<file path="src/rtl/shift_load_ctrl_pkg.sv">
// Shared types and constants for the shift-register load sequencer.
package shift_pkg;

    localparam int unsigned NIB_W         = 4;
    localparam int unsigned CNT_W         = 4;
    localparam int unsigned CNT_MAX       = 15;
    localparam int unsigned SHIFT_LEN_DEF = 4;
    localparam int unsigned GAP_DEF       = 0;

    // Sequencer state encoding.
    typedef logic [1:0] state_t;
    localparam state_t StIdle  = 2'd0;
    localparam state_t StLoad  = 2'd1;
    localparam state_t StShift = 2'd2;
    localparam state_t StGap   = 2'd3;

    // Inclusive range test used for parameter legality checks.
    function automatic bit in_range(input int unsigned v, input int unsigned lo,
                                    input int unsigned hi);
        return (v >= lo) && (v <= hi);
    endfunction

endpackage

</file>
<file path="src/rtl/shift_load_ctrl_if.sv">
// Upstream handshake plus shifter-side control bundle for shift_load_ctrl.
interface shift_load_ctrl_if;
    import shift_pkg::*;

    logic             in_valid;
    logic [NIB_W-1:0] in_data;
    logic             in_ready;
    logic             pause;
    logic             flush;
    logic             load;
    logic             ena;
    logic [NIB_W-1:0] data;
    logic             busy;
    logic             done;
    logic [CNT_W-1:0] cnt;

    // Driven by the upstream source / system controller.
    modport master (
        output in_valid, in_data, pause, flush,
        input  in_ready, load, ena, data, busy, done, cnt
    );

    // Seen from the sequencer itself.
    modport slave (
        input  in_valid, in_data, pause, flush,
        output in_ready, load, ena, data, busy, done, cnt
    );

endinterface

</file>
<file path="src/rtl/shift_load_ctrl_down_cnt.sv">
// Loadable down counter with clear; clear beats load beats decrement, and it
// saturates at zero.
module down_cnt
    import shift_pkg::*;
#(
    parameter int unsigned Width = CNT_W
) (
    input  logic             clk,
    input  logic             areset,
    input  logic             load_i,
    input  logic [Width-1:0] load_val_i,
    input  logic             dec_i,
    input  logic             clr_i,
    output logic [Width-1:0] cnt_o,
    output logic             one_o
);

    logic [Width-1:0] cnt_q, cnt_d;

    // Next-count selection.
    always_comb begin
        cnt_d = cnt_q;
        if (clr_i) begin
            cnt_d = '0;
        end else if (load_i) begin
            cnt_d = load_val_i;
        end else if (dec_i && (cnt_q != '0)) begin
            cnt_d = cnt_q - Width'(1);
        end
    end

    // Count register.
    always_ff @(posedge clk or posedge areset) begin
        if (areset) begin
            cnt_q <= '0;
        end else begin
            cnt_q <= cnt_d;
        end
    end

    assign cnt_o = cnt_q;
    assign one_o = (cnt_q == Width'(1));

endmodule

</file>
<file path="src/rtl/shift_load_ctrl.sv">
// Sequencer feeding a 4-bit right-shift stage: accept a nibble, pulse load,
// issue SHIFT_LEN enables (stretchable by pause), idle GAP cycles, report done.
module shift_load_ctrl
    import shift_pkg::*;
#(
    parameter int unsigned SHIFT_LEN = SHIFT_LEN_DEF,
    parameter int unsigned GAP       = GAP_DEF
) (
    input logic              clk,
    input logic              areset,
    shift_load_ctrl_if.slave sif
);

    if (!in_range(SHIFT_LEN, 1, CNT_MAX)) begin : g_bad_shift_len
        $error("shift_load_ctrl: SHIFT_LEN must be within 1..15");
    end
    if (!in_range(GAP, 0, CNT_MAX)) begin : g_bad_gap
        $error("shift_load_ctrl: GAP must be within 0..15");
    end

    localparam logic [CNT_W-1:0] ShiftVal = CNT_W'(SHIFT_LEN);
    localparam logic [CNT_W-1:0] GapVal   = CNT_W'(GAP);
    localparam bit               HasGap   = (GAP != 0);

    state_t           state_q, state_d;
    logic [NIB_W-1:0] data_q, data_d;
    logic             done_q, done_d;

    logic             in_ready;
    logic             hs;
    logic             shift_fire;
    logic             last_shift;
    logic             gap_load;
    logic             gap_dec;
    logic [CNT_W-1:0] shift_cnt;
    logic             shift_one;
    logic [CNT_W-1:0] gap_cnt;
    logic             gap_one;

    // Reset is folded in so nothing is accepted while areset is high.
    assign in_ready   = (state_q == StIdle) & ~sif.flush & ~areset;
    assign hs         = sif.in_valid & in_ready;
    assign shift_fire = (state_q == StShift) & ~sif.pause;
    assign last_shift = shift_fire & shift_one;
    assign gap_load   = last_shift & HasGap;
    assign gap_dec    = (state_q == StGap);

    down_cnt #(
        .Width (CNT_W)
    ) u_shift_cnt (
        .clk        (clk),
        .areset     (areset),
        .load_i     (hs),
        .load_val_i (ShiftVal),
        .dec_i      (shift_fire),
        .clr_i      (sif.flush),
        .cnt_o      (shift_cnt),
        .one_o      (shift_one)
    );

    down_cnt #(
        .Width (CNT_W)
    ) u_gap_cnt (
        .clk        (clk),
        .areset     (areset),
        .load_i     (gap_load),
        .load_val_i (GapVal),
        .dec_i      (gap_dec),
        .clr_i      (sif.flush),
        .cnt_o      (gap_cnt),
        .one_o      (gap_one)
    );

    // Next-state logic; flush overrides every other transition.
    always_comb begin
        state_d = state_q;
        case (state_q)
            StIdle:  if (hs) state_d = StLoad;
            StLoad:  state_d = StShift;
            StShift: if (last_shift) state_d = HasGap ? StGap : StIdle;
            // A zero count here can only come from a corrupted counter; bail out.
            StGap:   if (gap_one || (gap_cnt == '0)) state_d = StIdle;
            default: state_d = StIdle;
        endcase
        if (sif.flush) begin
            state_d = StIdle;
        end
    end

    // Data capture on handshake and the completion pulse (suppressed by flush).
    always_comb begin
        data_d = hs ? sif.in_data : data_q;
        done_d = last_shift & ~sif.flush;
    end

    // State, data and done registers.
    always_ff @(posedge clk or posedge areset) begin
        if (areset) begin
            state_q <= StIdle;
            data_q  <= '0;
            done_q  <= 1'b0;
        end else begin
            state_q <= state_d;
            data_q  <= data_d;
            done_q  <= done_d;
        end
    end

    // Load has priority in the shifter, so ena stays low in the load cycle.
    assign sif.in_ready = in_ready;
    assign sif.load     = (state_q == StLoad);
    assign sif.ena      = shift_fire;
    assign sif.busy     = (state_q != StIdle);
    assign sif.data     = data_q;
    assign sif.done     = done_q;
    assign sif.cnt      = shift_cnt;

endmodule

</file>
<file path="src/flat_wrapper.sv">
// flat-port wrapper written by rule: the top's interface ports become plain ports
module shift_load_ctrl_flat import shift_pkg::*;
#(
    parameter int unsigned SHIFT_LEN = SHIFT_LEN_DEF,
    parameter int unsigned GAP       = GAP_DEF
)
  (clk, areset, sif_in_valid, sif_in_data, sif_pause, sif_flush, sif_in_ready, sif_load, sif_ena, sif_data, sif_busy, sif_done, sif_cnt);
  shift_load_ctrl_if sif_i ();
  input logic clk;
  input logic areset;
  input wire logic [$bits(sif_i.in_valid)-1:0] sif_in_valid;
  input wire logic [$bits(sif_i.in_data)-1:0] sif_in_data;
  input wire logic [$bits(sif_i.pause)-1:0] sif_pause;
  input wire logic [$bits(sif_i.flush)-1:0] sif_flush;
  output wire logic [$bits(sif_i.in_ready)-1:0] sif_in_ready;
  output wire logic [$bits(sif_i.load)-1:0] sif_load;
  output wire logic [$bits(sif_i.ena)-1:0] sif_ena;
  output wire logic [$bits(sif_i.data)-1:0] sif_data;
  output wire logic [$bits(sif_i.busy)-1:0] sif_busy;
  output wire logic [$bits(sif_i.done)-1:0] sif_done;
  output wire logic [$bits(sif_i.cnt)-1:0] sif_cnt;
  assign sif_i.in_valid = sif_in_valid;
  assign sif_i.in_data = sif_in_data;
  assign sif_i.pause = sif_pause;
  assign sif_i.flush = sif_flush;
  assign sif_in_ready = sif_i.in_ready;
  assign sif_load = sif_i.load;
  assign sif_ena = sif_i.ena;
  assign sif_data = sif_i.data;
  assign sif_busy = sif_i.busy;
  assign sif_done = sif_i.done;
  assign sif_cnt = sif_i.cnt;
  shift_load_ctrl #(.SHIFT_LEN(SHIFT_LEN), .GAP(GAP)) u_core (.clk(clk), .areset(areset), .sif(sif_i));
endmodule
</file>
<file path="config.mk">
export PLATFORM = sky130hd
export DESIGN_NAME = shift_load_ctrl_flat
export DESIGN_NICKNAME = d
export VERILOG_FILES = /design/src/rtl/shift_load_ctrl_pkg.sv /design/src/rtl/shift_load_ctrl_if.sv /design/src/rtl/shift_load_ctrl_down_cnt.sv /design/src/rtl/shift_load_ctrl.sv /design/src/flat_wrapper.sv
export SDC_FILE = /design/constraint.sdc
export NUM_CORES = 1
export LEC_CHECK = 0
export ABC_AREA = 1
export BUFFER_PORTS_ARGS = -buffer_cell sky130_fd_sc_hd__buf_4
export CAP_MARGIN = 20
export CORE_ASPECT_RATIO = 1.1
export CORE_MARGIN = 8
export CORE_UTILIZATION = 54
export DETAILED_ROUTE_END_ITERATION = 12
export GPL_TIMING_DRIVEN = 0
export PLACE_DENSITY = 0.79
export SYNTH_ARGS = -nofsm -noshare
export SYNTH_HDL_FRONTEND = slang
export SYNTH_SLANG_ARGS = --single-unit
export TNS_END_PERCENT = 30
</file>
<file path="constraint.sdc">
create_clock -name clk -period 2.5 [get_ports clk]
set_input_delay 0.25 -clock clk [delete_from_list [all_inputs] [get_ports clk]]
set_output_delay 0.25 -clock clk [all_outputs]
set_load 0.02 [all_outputs]
</file>
=== Word-level counts from Yosys, hierarchy flattened ===
Index checks and enable logic that the tools add are counted.
W data, S select, Z words.

* Flip-flop bits (word level): 15
* Word-level logic and storage cells: 45
* Output and inout bits: 13

* $add $sub $neg: 2
* Reductions and logical operators: 11
* Equality and inequality tests: 8
* Multiplexer cells: 10
* Bitwise logic cells: 9

{| class="wikitable"
|+ Operator list
! operator !! number
|-
| $mux W4 || 5
|-
| $ne A3 B2 Y1 const B || 3
|-
| $eq A4 B1 Y1 const B || 2
|-
| $mux W2 || 4
|-
| $pmux W2 S4 || 1
|-
| $reduce_bool A4 Y1 || 2
|-
| $sub A4 B1 Y4 const B || 2
|-
| $and A1 B1 Y1 || 6
|-
| $eq A2 B2 Y1 const B || 2
|-
| $logic_not A4 Y1 || 1
|-
| $reduce_bool A2 Y1 || 2
|-
| $not A1 Y1 || 3
|-
| $reduce_and A3 Y1 || 1
|-
| $reduce_bool A3 Y1 || 1
|-
| $eq A2 B1 Y1 const B || 1
|-
| $logic_and A1 B1 Y1 || 2
|-
| $logic_not A2 Y1 || 1
|-
| $logic_or A1 B1 Y1 || 1
|}

=== Depth between registers and ports, before layout ===
* Depth in word-level cells: 7
* Depth in mapped cells: 9

=== Cells and area by module ===
A second synthesis with hierarchy kept.

* Cells, all modules: 140
* Area total of the unflattened synthesis: 1003.5 um2

{| class="wikitable"
|+ By module, submodules not included
! module !! sequential area each (um2) !! cells an instance !! area each (um2) !! times used
|-
| down_cnt || 100.1 || 45 || 320.3 || 2
|-
| shift_load_ctrl || 175.2 || 50 || 362.8 || 1
|}

=== Worst setup path before layout ===
Ideal clock, no wire load.

* Path type: reg2out
* Start: reg u_core.state_q[1]
* End: out sif_in_ready
* Slack: 1.086 ns
* Cell stages (with the launch flop): 4
* Buffers on the path: 0
* Data arrival time: 1.164 ns
* Cell sequence: dfrtp_1 > nor2_2 > inv_1 > nor3_1

* Cells in the longest elaborated chain, start to end: 3

{| class="wikitable"
|+ Ends and longest elaborated chain
! element !! RTL line !! text
|-
| start, declared || shift_load_ctrl.sv:25 || <nowiki>state_t state_q, state_d;</nowiki>
|-
| start signal, assigned || shift_load_ctrl.sv:99 || <nowiki>state_q <= StIdle;</nowiki>
|-
| start signal, assigned || shift_load_ctrl.sv:103 || <nowiki>state_q <= state_d;</nowiki>
|-
| $logic_not A2 Y1 || shift_load_ctrl.sv:41 || <nowiki>assign in_ready = (state_q == StIdle) & ~sif.flush & ~areset;</nowiki>
|-
| $and A1 B1 Y1 (2 in series) || shift_load_ctrl.sv:41 ||
|-
| end, declared || flat_wrapper.sv:15 || <nowiki>output wire logic [$bits(sif_i.in_ready)-1:0] sif_in_ready;</nowiki>
|}

Every way passes these cells.

=== Worst setup path in the final report ===
Same ends and word-level chain as after synthesis.

==> results_dict.tcl <==
set metrics [dict create \
    slowest_stage "dfrtp_1" \
    setup.worst_path.start_class "register" \
    cts_sinks 15 \
    wl_per_cell_um 11.9 \
    period_minus_slack_ns 1.49 \
    syn-num-nets 122 \
    tns_ns 0 \
    power.leakage_nw 0.597 \
    worstMarginPinSlew_ns 0.626 \
    crit_family "flip-flops" \
    crit_chain "nor2_2 > inv_1 > nor3_1 > buf_4" \
    io_buffers 21 \
    path_clk_slew_ns 0.09 \
    async_flop_share_pct 100 \
    nFillCells 136 \
    grt_pass1_wl_mm 3.04 \
    area_delta_synth_final_pct 24.2 \
    start_util_pct 56.0 \
    synth_top_area_share_pct 44.1 \
    drt_iter0_markers 7 \
    gp_congestion 0.805 \
    end_kind "output port" \
    diodes 0 \
    cts_buffers 3 \
    htreeDepth 1 \
    maxCapViolations 0 \
    cp.arrival_ns 1.24 \
    coreArea_um2 1520 \
    vias 748 \
    finalMaxSlewViolations 0 \
    post-route-util_pct 69.6 \
    fmax_ghz 0.669 \
    path_buf_inv 2 \
    synth_cells 108 \
    grt_usage_pct 12.6 \
    netlist_area_um2 852 \
    ir_worst_vdd_mv 0.459 \
    synth_flop_cell "dfrtp_1" \
    synth-compound-area-share_pct 6.90 \
    hold_violations 0 \
    dp.cells 146 \
    rr_startpoint "u_core.u_shift_cnt.cnt_o[0]" \
    synth_top_family_by_area "simple AND/OR/NAND/NOR gates" \
    status "finished, final reports clean" \
    finClkSkew_ns 0.00434 \
    layout.cells.non_filler 150 \
    antenna_found_initial 0 \
    fin_crit_sh_pct 59.8 \
    synth_area_leaders "dfrtp_1, nand2_1, inv_1" \
    cts-resized-gates 0 \
    rsz0062_at_grt "false" \
    yosys_warnings 0 \
    antenna_left 0 \
    finalWirelength_mm 1.78 \
    chipHeight_um 57.7 \
    post-dp-hpwl_mm 1.45 \
    insertion_delay_ns 0.28 \
    root_buffer "clkbuf_4" \
    grt_pass1_vias 719 \
    drc 0 \
    synthAdderAreaFrac_pct 7.34 \
    final_layout_size_suffix_gt1_share_pct 24.1 \
    synthXorXnorAreaFrac_pct 1.03 \
    grt_max_degree 18 \
    fin_nets 148 \
    fp.dieW_um 53.9 \
    boundaryPins 22 \
    synth_commonest_cells "nand2_1, inv_1, dfrtp_1, nor2_1, nand3_1" \
    synth-simple-area-share_pct 31.4 \
    yosysMostFrequentCell "nand2_1" \
    synth_area_per_cell_um2 7.89 \
    setup_violations 0 \
    placementRows 15 \
    power_density_nw_per_um2 501 \
    viasPerCell 4.99 \
    cts_buffer_depth 2 \
    dieArea_um2 3110 \
    muxShareOfSynthArea_pct 0 \
    yosysSeqAreaShare_pct 44.1 \
    critPathKind "reg2out" \
    grt-ovfl-total 0 \
    required_ns 2.25 \
    cts-hold-fix-buffers 0 \
    synth_top_area_cell "dfrtp_1" \
    cts_tree "done" \
    max_slew_margin_pct 58.2 \
    path_max_fanout 4 \
    ys_types 23 \
    post_cts_buffers 0 \
    synth_edf_count 0 \
    startpoint "u_core.state_q[1]" \
    drtPass1Iterations 4 \
    hold_class "in2async" \
    max_stage_delay_ns 0.43 \
    ys_ff_latch 15 \
]
final timing paths:
| check | end | slack, ns | depth (start not counted) |
|---|---|---|---|
| max | sif_in_ready | 1.01 | 4 |
| min | u_core.state_q[1] | 0.05 | 2 |
| max reg2reg | u_core.u_shift_cnt.cnt_o[1] | 1.18 | 5 |
| min reg2reg | u_core.sif.data[0] | 0.50 | 2 |
| max in group asynchronous | u_core.u_gap_cnt.cnt_o[1] | 2.04 | 2 |
| min in group clk | u_core.sif.done | 0.17 | 2 |
where the power goes:
| part | leakage, nW | internal [mW] | total [mW] | switching (mW) |
|---|---|---|---|---|
| clock | 0.0177 | 0.0592 | 0.136 | 0.0769 |
| combinational | 0.378 | 0.0493 | 0.123 | 0.0733 |
| sequential | 0.201 | 0.260 | 0.272 | 0.0115 |
layout make-up:
| cell class | count | area, um^2 | share of cell area [%] |
|---|---|---|---|
| Clock inverter | 1 | 5.00 | 0.473 |
| Tap cell | 17 | 21.3 | 2.01 |
| Clock buffer | 3 | 22.5 | 2.13 |
| Multi-Input combinational cell | 72 | 398 | 37.6 |
| Sequential cell | 15 | 375 | 35.5 |
| Inverter | 21 | 78.8 | 7.45 |
| Timing Repair Buffer | 21 | 158 | 14.9 |
per-layer routing:
metal	track usage (%)	part of all wire (%)
met1	14.3	41
met2	21.7	55
met3	3.07	3.4
met4	4.33	0.84
met5	0	0
sequential cells by signal, indices dropped and copies added, names as in the netlist:
register,flops
u_core.sif.data,4
u_core.sif.done,1
u_core.state_q,2
u_core.u_gap_cnt.cnt_o,4
u_core.u_shift_cnt.cnt_o,4
placed cells by master, fill, tap and decap left out, drive strengths merged, types with 2 or more instances in the layout:
master and instances:
buf 21, clkbuf 3, clkinv 2, dfrtp 15, ha 5, inv 20, nand2 26, nand3 10
nand4 2, nor2 13, nor3 2, o21ai 8
through the flow:
stage                     cell area (um^2)  worst slack (ns)  power (mW)  hold WS, ns
after detailed placement              1030             0.876       0.401        0.376
after CTS                             1060             0.995       0.538       0.0705
after global routing                  1060             0.916       0.564        0.101
final                                 1060              1.01       0.530       0.0524
after floorplan                        852              1.09       0.346        0.175
after global placement                1030             0.921       0.396        0.375
cell families (layout without fill, tap and decap cells):
| logic type | after synthesis | after routing |
|---|---|---|
| AND/OR/NAND/NOR | 55 | 55 |
| AO/OA/AOI/OAI | 11 | 11 |
| adder cells (fa/ha/maj) | 5 | 5 |
| XOR/XNOR | 1 | 1 |
| buffers and inverters | 21 | 46 |
| flip-flops | 15 | 15 |
Power figures use the tool's default switching activity.
